<file path="src/rtl/sevseg_scan_ctrl.sv">
// Multiplexed seven-segment scanner with built-in prescaler, polarity options,
// ghost blanking, decimal points, digit mask, leading-zero suppression and
// frame-synchronous (tear-free) shadowing of the displayed value.
// Latency: outputs are registered, 1 clk after the (idx,cnt,shadow) state they show.
// Backpressure: none; free-running while en=1, idle and transparent-loading while en=0.
//
// Ports:
//   clk, rst_n      system clock, async active-low reset
//   en              scan enable; 0 parks the scanner at digit 0 with the display dark
//   value           4*N_DIGITS hex nibbles, digit i = value[4i+3:4i]
//   dp              decimal point per digit
//   digit_mask      1 = digit enabled
//   lz_supp         leading-zero suppression enable
//   an              anode drives, one-hot active while a digit is lit
//   sev_out         segments {a,b,c,d,e,f,g}
//   dp_out          decimal point segment
//   frame_done      1-cycle pulse after the last slot of each frame
module sevseg_scan_ctrl #(
    parameter int N_DIGITS     = 8,
    parameter int SCAN_DIV     = 1000,
    parameter int BLANK_CYCLES = 16,
    parameter bit AN_ACT_LOW   = 1'b1,
    parameter bit SEG_ACT_LOW  = 1'b1
) (
    input  logic                    clk,
    input  logic                    rst_n,
    input  logic                    en,
    input  logic [4*N_DIGITS-1:0]   value,
    input  logic [N_DIGITS-1:0]     dp,
    input  logic [N_DIGITS-1:0]     digit_mask,
    input  logic                    lz_supp,
    output logic [N_DIGITS-1:0]     an,
    output logic [6:0]              sev_out,
    output logic                    dp_out,
    output logic                    frame_done
);

    localparam int CNT_W = $clog2(SCAN_DIV);
    localparam int IDX_W = (N_DIGITS > 1) ? $clog2(N_DIGITS) : 1;

    localparam logic [CNT_W-1:0]    CNT_LAST = CNT_W'(SCAN_DIV - 1);
    localparam logic [CNT_W-1:0]    CNT_BLANK = CNT_W'(BLANK_CYCLES);
    localparam logic [IDX_W-1:0]    IDX_LAST = IDX_W'(N_DIGITS - 1);

    // Idle levels of the pins in the configured polarity.
    localparam logic [N_DIGITS-1:0] AN_OFF  = AN_ACT_LOW ? {N_DIGITS{1'b1}} : {N_DIGITS{1'b0}};
    localparam logic [6:0]          SEG_OFF = SEG_ACT_LOW ? 7'h7F : 7'h00;
    localparam logic                DP_OFF  = SEG_ACT_LOW;
    localparam logic [N_DIGITS-1:0] ONE_HOT0 = N_DIGITS'(1);

    // Segment pattern in active-low form (0 = lit), order {a,b,c,d,e,f,g}.
    function automatic logic [6:0] seg_decode(input logic [3:0] nib);
        logic [6:0] s;
        case (nib)
            4'h0: s = 7'b0000001;
            4'h1: s = 7'b1001111;
            4'h2: s = 7'b0010010;
            4'h3: s = 7'b0000110;
            4'h4: s = 7'b1001100;
            4'h5: s = 7'b0100100;
            4'h6: s = 7'b0100000;
            4'h7: s = 7'b0001111;
            4'h8: s = 7'b0000000;
            4'h9: s = 7'b0000100;
            4'hA: s = 7'b0001000;
            4'hB: s = 7'b1100000;
            4'hC: s = 7'b0110001;
            4'hD: s = 7'b1000010;
            4'hE: s = 7'b0110000;
            default: s = 7'b0111000;
        endcase
        return s;
    endfunction

    logic [CNT_W-1:0]       cnt;
    logic [IDX_W-1:0]       idx;
    logic [4*N_DIGITS-1:0]  sh_value;
    logic [N_DIGITS-1:0]    sh_dp;
    logic [N_DIGITS-1:0]    sh_mask;
    logic                   sh_lz;

    logic                   slot_end;
    logic                   frame_end;
    logic [N_DIGITS-1:0]    lz_vec;
    logic [3:0]             cur_nib;
    logic [6:0]             cur_seg_lo;

    logic [N_DIGITS-1:0]    an_nxt;
    logic [6:0]             sev_nxt;
    logic                   dp_nxt;

    assign slot_end  = (cnt == CNT_LAST);
    assign frame_end = slot_end && (idx == IDX_LAST);
    assign cur_nib   = sh_value[{idx, 2'b00} +: 4];

    // lz_vec[i]: digit i and every digit above it are zero. Digit 0 is
    // excluded so an all-zero value still shows a single '0'.
    always_comb begin
        logic zero_above;
        zero_above = 1'b1;
        lz_vec     = '0;
        for (int i = N_DIGITS - 1; i >= 0; i--) begin
            zero_above = zero_above & (sh_value[4*i +: 4] == 4'h0);
            lz_vec[i]  = zero_above & (i != 0);
        end
    end

    always_comb begin
        cur_seg_lo = seg_decode(cur_nib);
        if (sh_lz && lz_vec[idx]) begin
            cur_seg_lo = 7'h7F;
        end
    end

    // Next output word. The first BLANK_CYCLES of each slot keep everything
    // dark so the previous digit's segments never ghost onto the new anode.
    // A masked digit is fully dark, decimal point included.
    always_comb begin
        an_nxt  = AN_OFF;
        sev_nxt = SEG_OFF;
        dp_nxt  = DP_OFF;
        if (en && (cnt >= CNT_BLANK) && sh_mask[idx]) begin
            an_nxt  = AN_ACT_LOW ? ~(ONE_HOT0 << idx) : (ONE_HOT0 << idx);
            sev_nxt = SEG_ACT_LOW ? cur_seg_lo : ~cur_seg_lo;
            dp_nxt  = sh_dp[idx] ? ~DP_OFF : DP_OFF;
        end
    end

    // Prescaler and digit index. Disabling parks at digit 0, slot start.
    always_ff @(posedge clk or negedge rst_n) begin
        if (!rst_n) begin
            cnt <= '0;
            idx <= '0;
        end else if (!en) begin
            cnt <= '0;
            idx <= '0;
        end else if (slot_end) begin
            cnt <= '0;
            idx <= (idx == IDX_LAST) ? '0 : idx + 1'b1;
        end else begin
            cnt <= cnt + 1'b1;
        end
    end

    // Shadow copy of the display inputs: follows the inputs while idle, and
    // otherwise only at the frame boundary so a frame never mixes two values.
    always_ff @(posedge clk or negedge rst_n) begin
        if (!rst_n) begin
            sh_value <= '0;
            sh_dp    <= '0;
            sh_mask  <= '0;
            sh_lz    <= 1'b0;
        end else if (!en || frame_end) begin
            sh_value <= value;
            sh_dp    <= dp;
            sh_mask  <= digit_mask;
            sh_lz    <= lz_supp;
        end
    end

    always_ff @(posedge clk or negedge rst_n) begin
        if (!rst_n) begin
            an         <= AN_OFF;
            sev_out    <= SEG_OFF;
            dp_out     <= DP_OFF;
            frame_done <= 1'b0;
        end else begin
            an         <= an_nxt;
            sev_out    <= sev_nxt;
            dp_out     <= dp_nxt;
            frame_done <= en && frame_end;
        end
    end

endmodule

</file>
<file path="config.mk">
export PLATFORM = sky130hd
export DESIGN_NAME = sevseg_scan_ctrl
export DESIGN_NICKNAME = d
export VERILOG_FILES = /design/src/rtl/sevseg_scan_ctrl.sv
export SDC_FILE = /design/constraint.sdc
export NUM_CORES = 1
export LEC_CHECK = 0
export BUFFER_PORTS_ARGS = -buffer_cell sky130_fd_sc_hd__clkbuf_2
export CORE_MARGIN = 2
export CORE_UTILIZATION = 56
export DETAILED_ROUTE_END_ITERATION = 8
export PLACE_DENSITY = 0.8
export SLEW_MARGIN = 20
export SYNTH_ARGS = -nofsm -noshare
export SYNTH_HDL_FRONTEND = slang
export SYNTH_SLANG_ARGS = --single-unit
</file>
<file path="constraint.sdc">
create_clock -name clk -period 2.6 [get_ports clk]
set_clock_uncertainty 0.15 [all_clocks]
set_input_delay 0 -clock clk [delete_from_list [all_inputs] [get_ports clk]]
set_output_delay 0 -clock clk [all_outputs]
set_load 0.03 [all_outputs]
</file>
## Word-level counts from Yosys, hierarchy flattened

Memories as Yosys holds them, arrays and structs flattened.
Index checks and enable logic that the tools add are counted.
Widths: inputs -> output; s select.

| operators by class | value |
|---|---|
| bitwise logic cells | 7 |
| multiplexer cells | 16 |
| reduce and logical (&&, ||, !) cells | 14 |
| order comparisons | 2 |
| shifts and indexed selects | 2 |
| eq/ne operators | 3 |
| add/subtract/negate cells | 2 |

Operators by type and width:

| cell | number |
|---|---|
| $shiftx 32x6->4 | 1 |
| $logic_not 4->1 | 7 |
| $mux 10 | 2 |
| $mux 7 | 2 |
| $add 10x1->10 const B | 1 |
| $eq 10x10->1 const B | 1 |
| $ge 10x5->1 const B | 1 |
| $bmux 1 s3 | 3 |
| $mux 3 | 3 |
| $mux 8 | 1 |
| $not 8->8 | 1 |
| $shl 1x3->8 const A | 1 |
| $and 1x1->1 | 6 |
| $logic_and 1x1->1 | 5 |
| $mux 1 | 5 |
| $lt 3x4->1 const B | 1 |
| $add 3x1->3 const B | 1 |
| $eq 3x3->1 const B | 1 |
| $ne 2x1->1 const B | 1 |
| $logic_not 1->1 | 1 |
| $logic_or 1x1->1 | 1 |

| storage, ports and cells | value |
|---|---|
| memories kept | 1 |
| logic and storage cells | 57 |
| register bits | 79 |
| ROM bits | 112 |
| input bits | 52 |

Memory list:

| memory | words | bits a word | rd ports | clocked after memory_dff | write ports | RTL line | text |
|---|---|---|---|---|---|---|---|
| (no name shown) | 16 | 7 | 1 | 0 | 0 | 54 | `case (nib)` |

## Depth between registers and ports, before layout

Gate-level depths: netlist of the first run.

| depth | value |
|---|---|
| word-level depth | 12 |
| depth in mapped cells | 11 |

## Worst setup path after synthesis of the first run

OpenSTA, ideal clock, no wires.

| timing | value |
|---|---|
| path kind | reg-to-reg |
| start point | register idx[0] |
| end point | register sev_out[3] |
| arrival | 2.071 ns |
| path buffers | 1 |
| stages on the path, launching flop included | 11 |
| path slack | 0.298 ns |
| clock period less this slack | 2.302 ns |
| library setup time | 0.082 ns |
| data required time | 2.368 ns |
| path through | dfrtp_1 -> buf_6 -> mux4_1 -> nand2_1 -> and2_1 -> inv_1 -> ha_1 -> inv_1 -> nor2_1 -> a211oi_1 -> o21ai_1 |

| between the ends | value |
|---|---|
| longest elaborated chain between the ends | 5 |
| elaborated cells on any way between the ends | 10 |
| those cells by class | 1 x shift; 6 x mux; 2 x reduce/logical; 1 x memory |

Ends and longest elaborated chain:

| element | RTL line | text |
|---|---|---|
| start, declared | 76 | `logic [IDX_W-1:0] idx;` |
| start signal, assigned | 139 | `idx <= (idx == IDX_LAST) ? '0 : idx + 1'b1;` |
| branches (longest 4 deep; another with $mem_v2 16x7) | n/a |  |
| $mux 7 (*) | 122 | `if (en && (cnt >= CNT_BLANK) && sh_mask[idx]) begin` |
| named net sev_nxt[3] | 89 | `logic [6:0] sev_nxt;` |
| end signal, assigned | 169 | `sev_out <= sev_nxt;` |
| end, declared | 33 | `output logic [6:0] sev_out,` |

Mark *: on every way through the listed nets, which the timed path passes. The select of a mux whose other input is x is not followed.
A chain may end at the register's enable or synchronous reset.

## Final worst setup path of the first run

Ends and elaborated chain as after synthesis.

==> flow_summary.html, run 1 <==
<table>
<tr><th>Metric</th><th>Value</th></tr>
<tr><th colspan="2">Synthesis</th></tr>
<tr><td>Commonest register cell after synthesis</td><td>sky130_fd_sc_hd__dfrtp_1</td></tr>
<tr><td>Number of distinct standard cells referenced by the synthesized netlist</td><td>43</td></tr>
<tr><td>Synthesized instance count</td><td>278</td></tr>
<tr><td>Area leader, netlist</td><td>sky130_fd_sc_hd__dfrtp_1</td></tr>
<tr><td>Total nets after synthesis</td><td>344</td></tr>
<tr><td>Number of synthesized flops with an enable pin</td><td>0</td></tr>
<tr><td>Ys async rst share</td><td>1.000</td></tr>
<tr><td>Biggest area contributors in the synthesized netlist</td><td>sky130_fd_sc_hd__dfrtp_1 41%, sky130_fd_sc_hd__mux2_2 15%, sky130_fd_sc_hd__dfstp_2 11%, sky130_fd_sc_hd__mux4_1 6.2%, sky130_fd_sc_hd__ha_1 4.6%</td></tr>
<tr><td>Post-Synthesis Cell Area</td><td>3812 µm²</td></tr>
<tr><td>Synthesis-stage register bit count</td><td>79</td></tr>
<tr><td>Post-synth top area share</td><td>0.4135</td></tr>
<tr><td>Portion of the post-synthesis area used by sequential elements</td><td>0.5238</td></tr>
<tr><td>Warnings, synthesis</td><td>0</td></tr>
<tr><td>Syn_area_per_cell</td><td>13.71 µm²</td></tr>
<tr><th colspan="2">Floorplanning</th></tr>
<tr><td># rows</td><td>30</td></tr>
<tr><td>Die area</td><td>7484 µm²</td></tr>
<tr><td>Die Wd</td><td>86.51 µm</td></tr>
<tr><td>Core Area</td><td>6681 µm²</td></tr>
<tr><td>I/O Pins</td><td>69</td></tr>
<tr><td>Initial Util</td><td>0.5706</td></tr>
<tr><td>Die extent in y</td><td>86.51 µm</td></tr>
<tr><th colspan="2">Layout</th></tr>
<tr><td>Antenna cell count</td><td>0</td></tr>
<tr><td>Share of layout cells above drive strength 1</td><td>0.4020</td></tr>
<tr><td>Most frequent standard cell in the layout excluding fill and tap cells</td><td>sky130_fd_sc_hd__clkbuf_2</td></tr>
<tr><td>Utilization of the core after routing</td><td>0.7436</td></tr>
<tr><td>Growth of design area from synthesis to finish</td><td>30.33%</td></tr>
<tr><td>Top library cells by usage in the layout, fill and taps aside</td><td>67 x sky130_fd_sc_hd__clkbuf_2, 62 x sky130_fd_sc_hd__dfrtp_1, 51 x sky130_fd_sc_hd__mux2_2, 51 x sky130_fd_sc_hd__dlygate4sd3_1, 26 x sky130_fd_sc_hd__nand2_1</td></tr>
<tr><td>Number of nets at the end of the flow</td><td>469</td></tr>
<tr><th colspan="2">Routing</th></tr>
<tr><td>Post-DR vias/cell</td><td>5.496</td></tr>
<tr><td>Detailed-router iteration count before antenna repair</td><td>5</td></tr>
<tr><td>Iteration-0 DRC count of the detailed router</td><td>140</td></tr>
<tr><td>Wire length after detailed routing</td><td>8034 µm</td></tr>
<tr><td>Residual DRC</td><td>0</td></tr>
<tr><td>WL/cell</td><td>16.46 µm</td></tr>
<tr><td>Final ANT Viol Nets</td><td>0</td></tr>
<tr><td>Detailed-route via count</td><td>2,682</td></tr>
<tr><th colspan="2">Global routing</th></tr>
<tr><td>Total routing resource utilization after global routing</td><td>0.2363</td></tr>
<tr><td>First-pass GRT wire length</td><td>13,430 µm</td></tr>
<tr><td>GR Overflow Total</td><td>0</td></tr>
<tr><td>Antenna violations before repair</td><td>0</td></tr>
<tr><td>Vias in the first global route</td><td>2,817</td></tr>
<tr><td>Largest net degree at the start of global routing</td><td>80</td></tr>
<tr><th colspan="2">Timing</th></tr>
<tr><td>Number of hold violations in the final report</td><td>0</td></tr>
<tr><td>RSZ-0062 raised after global routing</td><td>no</td></tr>
<tr><td>Final setup TNS</td><td>0 ps</td></tr>
<tr><td>Highest achievable clock rate</td><td>415.4 MHz</td></tr>
<tr><td>Max-slew violations</td><td>0</td></tr>
<tr><td>Min Hold Slack</td><td>196.4 ps</td></tr>
<tr><td>Slew at the pin closest to its max-slew limit</td><td>944.0 ps</td></tr>
<tr><td>Part of the cycle the worst path needs</td><td>0.9259</td></tr>
<tr><td>Max transition margin</td><td>0.3707</td></tr>
<tr><td>Final Setup Violations</td><td>0</td></tr>
<tr><td>Min Clock Period, post-route</td><td>2407 ps</td></tr>
<tr><th colspan="2">Clock tree</th></tr>
<tr><td>Total number of clock tree sinks</td><td>79</td></tr>
<tr><td>Total CTS buffers</td><td>9</td></tr>
<tr><td>Clock transition at the registers of the reported paths</td><td>80 ps</td></tr>
<tr><td>H-tree Lvls</td><td>3</td></tr>
<tr><td>CTS root buffer</td><td>sky130_fd_sc_hd__clkbuf_8</td></tr>
<tr><td>Worst-skew pair later-pin latency</td><td>340 ps</td></tr>
<tr><td>CTS tree</td><td>built</td></tr>
<tr><td>Max Buffers Root-to-Sink</td><td>2</td></tr>
<tr><th colspan="2">Worst setup path</th></tr>
<tr><td>Data arrival time at the worst-slack endpoint</td><td>2530 ps</td></tr>
<tr><td>Required time of the critical path</td><td>2720 ps</td></tr>
<tr><td>Critical Path Source Type</td><td>register</td></tr>
<tr><td>Classification of the worst setup path</td><td>reg2reg</td></tr>
<tr><td>Max FO, Critical Path</td><td>8</td></tr>
<tr><td>Kind of end point of the critical path</td><td>register</td></tr>
<tr><th colspan="2">Pwr</th></tr>
<tr><td>Static leakage</td><td>0.002230 µW</td></tr>
<tr><td>Power density over the cells</td><td>544.3 nW/µm²</td></tr>
<tr><td>Maximum ir drop on the vdd rail</td><td>0.4818 mV</td></tr>
<tr><th colspan="2">Worst hold path</th></tr>
<tr><td>Worst min-delay path class</td><td>in2async</td></tr>
<tr><th colspan="2">Placed design</th></tr>
<tr><td>Estimated wirelength of the detail-placed design</td><td>5111 µm</td></tr>
<tr><td>Number of I/O port buffers</td><td>68</td></tr>
<tr><td>RePlAce Congestion</td><td>0.8473</td></tr>
<tr><th colspan="2">Job</th></tr>
<tr><td>Number of max-cap violations</td><td>0</td></tr>
<tr><th colspan="2">Outcome</th></tr>
<tr><td>Run status</td><td>finished clean</td></tr>
</table>
==> what timing repair did <==
item                                    CTS  global route
hold endpoints to repair                124             0
gates resized for setup                   0             1
endpoints found under the setup margin    0             1
setup buffers                             0             0
hold buffers                             51             0
==> worst paths after layout <==
| kind | from | slack, ps | to | depth (start not counted) |
|---|---|---|---|---|
| setup / recovery | idx[0] | 190 | sev_out[3] | 9 |
| hold / removal | rst_n | 200 | sh_dp[6] | 2 |
| setup reg to reg | idx[0] | 190 | sev_out[3] | 9 |
| hold reg to reg | cnt[0] | 330 | cnt[0] | 1 |
| max in group asynchronous | rst_n | 1450 | idx[0] | 2 |
| min in group clk | value[22] | 270 | sh_value[22] | 3 |
==> cells by family after synthesis <==
| logic type | count (synthesis) | share of synthesized area |
|---|---|---|
| flip-flops | 79 | 0.5238 |
| multiplexers | 67 | 0.2475 |
| AND/OR/NAND/NOR | 64 | 0.08336 |
| AO/OA/AOI/OAI | 23 | 0.04595 |
| buffers and inverters | 21 | 0.03052 |
| adder cells (fa/ha/maj) | 14 | 0.04595 |
| XOR/XNOR | 10 | 0.02297 |
==> routing by layer <==
metal | share of wire | global-route usage | up-vias | routed length [µm]
met3 | 0.036 | 0.03714 | 18 | 292
met5 | 0 | 0 | - | 0
met2 | 0.53 | 0.3951 | 84 | 4225
met1 | 0.42 | 0.3125 | 1321 | 3339
met4 | 0.022 | 0.09233 | 0 | 177
li1 | - | - | 1259 | -
==> cell usage after synthesis (5+ instances only) <==
| cell type | count |
|---|---|
| sky130_fd_sc_hd__xor2_1 | 6 |
| sky130_fd_sc_hd__and2_1 | 5 |
| sky130_fd_sc_hd__nor4_1 | 5 |
| sky130_fd_sc_hd__dfrtp_1 | 63 |
| sky130_fd_sc_hd__inv_1 | 9 |
| sky130_fd_sc_hd__nor2_1 | 9 |
| sky130_fd_sc_hd__buf_2 | 6 |
| sky130_fd_sc_hd__and3_1 | 5 |
| sky130_fd_sc_hd__dfstp_2 | 16 |
| sky130_fd_sc_hd__mux4_1 | 9 |
| sky130_fd_sc_hd__ha_1 | 14 |
| sky130_fd_sc_hd__nand2_1 | 26 |
| sky130_fd_sc_hd__mux2_2 | 51 |
==> sequential cells by signal, summed over array words and instances (netlist names) <==
register,cells
an,8
cnt,10
dp_out,1
frame_done,1
idx,3
sev_out,7
sh_dp,8
sh_lz,1
sh_mask,8
sh_value,32
==> layout make-up <==
type | instances | area (µm²)
flip-flops and latches | 79 | 1998
inverters | 10 | 37.54
clock inverters | 6 | 83.83
fillers | 427 | 1713
repair buffers | 125 | 910.9
well taps | 80 | 100.1
multi-input cells | 178 | 1710
clock buffers | 10 | 127.6
==> through the flow <==
step | setup slack, ps | total power [µW] | cells | area (µm²)
finish | 192.5 | 2705 | 488 | 4969
global route | 42.12 | 2830 | 488 | 4969
CTS | 100.6 | 2711 | 488 | 4967
detailed placement | 115.2 | 1680 | 421 | 4245
global placement | 216.6 | 1663 | 421 | 4245
floorplan | 297.6 | 1563 | 278 | 3812
==> worst max-delay path, stage by stage (launching register included) <==
cell	delay, ps
sky130_fd_sc_hd__dfrtp_2	490
sky130_fd_sc_hd__mux4_1	590
sky130_fd_sc_hd__nand2_1	80
sky130_fd_sc_hd__and2_1	220
sky130_fd_sc_hd__inv_1	130
sky130_fd_sc_hd__ha_1	230
sky130_fd_sc_hd__inv_1	80
sky130_fd_sc_hd__nor2_1	50
sky130_fd_sc_hd__a211oi_1	220
sky130_fd_sc_hd__o21ai_1	80
==> where the power goes <==
part	switching (µW)	leakage (µW)	total (µW)	internal, µW
logic	145	0.00119	354	209
registers	60.8	0.000933	1370	1310
clock network	441	0.000110	980	540
total	646	0.00223	2700	2060
No activity file was read; power rests on OpenSTA's default activity.
==> run 2: changes to the inputs <==
--- a/config.mk
+++ b/config.mk
@@ -10,6 +10,7 @@
 export CORE_UTILIZATION = 56
 export DETAILED_ROUTE_END_ITERATION = 8
 export PLACE_DENSITY = 0.8
+export SETUP_SLACK_MARGIN = 0.4
 export SLEW_MARGIN = 20
 export SYNTH_ARGS = -nofsm -noshare
 export SYNTH_HDL_FRONTEND = slang
==> flow_summary.html, run 2 (synthesis results as in run 1) <==
<table>
<tr><th>Metric</th><th>Value</th></tr>
<tr><th colspan="2">Timing</th></tr>
<tr><td>Final setup TNS</td><td>0 ps (unchanged)</td></tr>
<tr><td>Slew at the pin closest to its max-slew limit</td><td>518.1 ps (-425.9 ps)</td></tr>
<tr><td>Part of the cycle the worst path needs</td><td>0.8816 (-0.04438)</td></tr>
<tr><td>Number of hold violations in the final report</td><td>23 (+23)</td></tr>
<tr><td>Highest achievable clock rate</td><td>436.3 MHz (+5.0%)</td></tr>
<tr><td>Min Clock Period, post-route</td><td>2292 ps (-115.4 ps)</td></tr>
<tr><td>Final worst slack</td><td>307.9 ps (+115.4 ps)</td></tr>
<tr><td>Max transition margin</td><td>0.6472 (+0.2765)</td></tr>
<tr><td>RSZ-0062 raised after global routing</td><td>yes</td></tr>
<tr><td>Max-slew violations</td><td>0 (unchanged)</td></tr>
<tr><td>Final Setup Violations</td><td>0 (unchanged)</td></tr>
<tr><td>Min Hold Slack</td><td>-26.82 ps (-223.2 ps)</td></tr>
<tr><th colspan="2">Global routing</th></tr>
<tr><td>Largest net degree at the start of global routing</td><td>80 (unchanged)</td></tr>
<tr><td>Vias in the first global route</td><td>3,035 (+7.7%)</td></tr>
<tr><td>Total routing resource utilization after global routing</td><td>0.2832 (+0.04695)</td></tr>
<tr><td>Antenna violations before repair</td><td>0 (unchanged)</td></tr>
<tr><td>GR Overflow Total</td><td>0 (unchanged)</td></tr>
<tr><td>First-pass GRT wire length</td><td>15,750 µm (+17%)</td></tr>
<tr><th colspan="2">Pwr</th></tr>
<tr><td>Maximum ir drop on the vdd rail</td><td>0.4557 mV (-5.4%)</td></tr>
<tr><td>Static leakage</td><td>0.002556 µW (+15%)</td></tr>
<tr><td>Power density over the cells</td><td>497.2 nW/µm² (-8.7%)</td></tr>
<tr><th colspan="2">Layout</th></tr>
<tr><td>Antenna cell count</td><td>0 (unchanged)</td></tr>
<tr><td>Utilization of the core after routing</td><td>0.8358 (+0.09213)</td></tr>
<tr><td>Fill cell instance count of the final layout</td><td>304 (-29%)</td></tr>
<tr><td>Max reg flops</td><td>32 (unchanged)</td></tr>
<tr><td>Most frequent standard cell in the layout excluding fill and tap cells</td><td>sky130_fd_sc_hd__clkbuf_2</td></tr>
<tr><td>Area of combinational cells with multiple inputs</td><td>1942 µm² (+14%)</td></tr>
<tr><td>Register with the most flip-flops</td><td>sh_value</td></tr>
<tr><td>Share of layout cells above drive strength 1</td><td>0.4943 (+0.09234)</td></tr>
<tr><td>Top library cells by usage in the layout, fill and taps aside</td><td>67 x sky130_fd_sc_hd__clkbuf_2, 61 x sky130_fd_sc_hd__dfrtp_1, 51 x sky130_fd_sc_hd__dlygate4sd3_1</td></tr>
<tr><td>Growth of design area from synthesis to finish</td><td>46.47%</td></tr>
<tr><td>Biggest registers after layout</td><td>sh_value x32, cnt x10</td></tr>
<tr><td>FF+latch area</td><td>1999 µm² (about the same)</td></tr>
<tr><td>Number of nets at the end of the flow</td><td>500 (+6.6%)</td></tr>
<tr><th colspan="2">Worst setup path</th></tr>
<tr><td>Required time of the critical path</td><td>2750 ps (+30 ps)</td></tr>
<tr><td>Classification of the worst setup path</td><td>reg2reg</td></tr>
<tr><td>Data arrival time at the worst-slack endpoint</td><td>2440 ps (-90 ps)</td></tr>
<tr><td>Max FO, Critical Path</td><td>5 (-3)</td></tr>
<tr><td>Worst r2r src</td><td>idx[0]</td></tr>
<tr><td>Kind of end point of the critical path</td><td>register</td></tr>
<tr><td>Critical Path Source Type</td><td>register</td></tr>
<tr><td>Origin of the worst setup path</td><td>idx[0]</td></tr>
<tr><th colspan="2">Floorplanning</th></tr>
<tr><td>Die area</td><td>7484 µm² (unchanged)</td></tr>
<tr><td>Die extent in y</td><td>86.51 µm (unchanged)</td></tr>
<tr><td># rows</td><td>30 (unchanged)</td></tr>
<tr><td>I/O Pins</td><td>69 (unchanged)</td></tr>
<tr><td>Die Wd</td><td>86.51 µm (unchanged)</td></tr>
<tr><td>Initial Util</td><td>0.5706 (unchanged)</td></tr>
<tr><td>Core Area</td><td>6681 µm² (unchanged)</td></tr>
<tr><th colspan="2">Job</th></tr>
<tr><td>Number of max-cap violations</td><td>0 (unchanged)</td></tr>
<tr><th colspan="2">Worst hold path</th></tr>
<tr><td>Worst min-delay path class</td><td>in2async</td></tr>
<tr><th colspan="2">Clock tree</th></tr>
<tr><td>Worst-skew pair later-pin latency</td><td>380 ps (+40 ps)</td></tr>
<tr><td>Total number of clock tree sinks</td><td>79 (unchanged)</td></tr>
<tr><td>CTS root buffer</td><td>sky130_fd_sc_hd__clkbuf_8</td></tr>
<tr><td>Max Buffers Root-to-Sink</td><td>2 (unchanged)</td></tr>
<tr><td>Total CTS buffers</td><td>9 (unchanged)</td></tr>
<tr><td>H-tree Lvls</td><td>3 (unchanged)</td></tr>
<tr><td>CTS tree</td><td>built</td></tr>
<tr><td>Clock transition at the registers of the reported paths</td><td>90 ps (about the same)</td></tr>
<tr><th colspan="2">Routing</th></tr>
<tr><td>Residual DRC</td><td>0 (unchanged)</td></tr>
<tr><td>Detailed-router iteration count before antenna repair</td><td>5 (unchanged)</td></tr>
<tr><td>Wire length after detailed routing</td><td>12,950 µm (+61%)</td></tr>
<tr><td>Detailed-route via count</td><td>3,278 (+22%)</td></tr>
<tr><td>Post-DR vias/cell</td><td>6.316 (+15%)</td></tr>
<tr><td>Final ANT Viol Nets</td><td>0 (unchanged)</td></tr>
<tr><td>WL/cell</td><td>24.94 µm (+52%)</td></tr>
<tr><td>Iteration-0 DRC count of the detailed router</td><td>338 (+140%)</td></tr>
<tr><th colspan="2">Outcome</th></tr>
<tr><td>Violated checks</td><td>negative hold slack</td></tr>
<tr><td>Run status</td><td>finished, violations left</td></tr>
<tr><th colspan="2">Placed design</th></tr>
<tr><td>RePlAce Congestion</td><td>0.8333 (-1.7%)</td></tr>
<tr><td>Worst setup slack after placement</td><td>218.5 ps (+103.3 ps)</td></tr>
<tr><td>Estimated wirelength of the detail-placed design</td><td>5148 µm (+0.72%)</td></tr>
<tr><td>Number of I/O port buffers</td><td>68 (unchanged)</td></tr>
</table>
[run 2: worst paths after layout]
path	to	slack, ps	cells after the start
min in group clk	sh_value[3]	250	3
worst min-delay path	sh_dp[3]	-30	2
worst min register to register	sh_mask[3]	370	1
worst max-delay path	sev_out[3]	310	6
max in group asynchronous	sev_out[1]	1670	3
worst max register to register	sev_out[3]	310	6
[run 2: layout make-up]
class	count	share of cell area
timing repair buffer	156	0.2366
multi-input combinational	178	0.3477
tap	80	0.01793
clock inverter	7	0.009859
inverter	10	0.007618
clock buffer	9	0.02218
sequential	79	0.3581
[run 2: where the power goes]
part / internal (µW) / switching (µW)
Sequential: 1310 / 89.4
Combinational: 302 / 217
Clock: 354 / 505
Total: 1970 / 811
[run 2: timing repair]
item / 4_1_cts / 5_1_grt
hold buffers: 51 / 0
buffers inserted: 8 / 16
cloned: 4 / 2
gates resized for setup: 14 / 61
pin swaps: 1 / 11
endpoints found under the hold margin: 122 / 0
setup endpoints to repair: 56 / 56
[run 2: per-stage QoR]
| stage | total power (µW) | hold slack, ps | cell area [µm²] | instances |
|---|---|---|---|---|
| global placement | 1663 | 55.74 | 4249 | 421 |
| detailed placement | 1679 | 62.17 | 4249 | 421 |
| finish | 2777 | -26.82 | 5584 | 519 |
| floorplan | 1564 | -445.6 | 3816 | 278 |
| CTS | 2604 | 218.3 | 5162 | 500 |
| global route | 2850 | 22.22 | 5584 | 519 |
[run 2: worst max-delay path: stages, from the launching register on]
cell	delay [ps]
sky130_fd_sc_hd__dfrtp_2	450
sky130_fd_sc_hd__mux4_1	620
sky130_fd_sc_hd__mux2_4	350
sky130_fd_sc_hd__inv_6	100
sky130_fd_sc_hd__ha_4	210
sky130_fd_sc_hd__o211a_1	220
sky130_fd_sc_hd__o21ai_1	120
[run 2: routing by layer]
layer  track usage  share of wire  up-vias
li1              -              -     1319
met1        0.3638           0.36     1607
met5             0              0        -
met4        0.1349          0.056        0
met2        0.4636           0.49      271
met3       0.05714          0.095       81
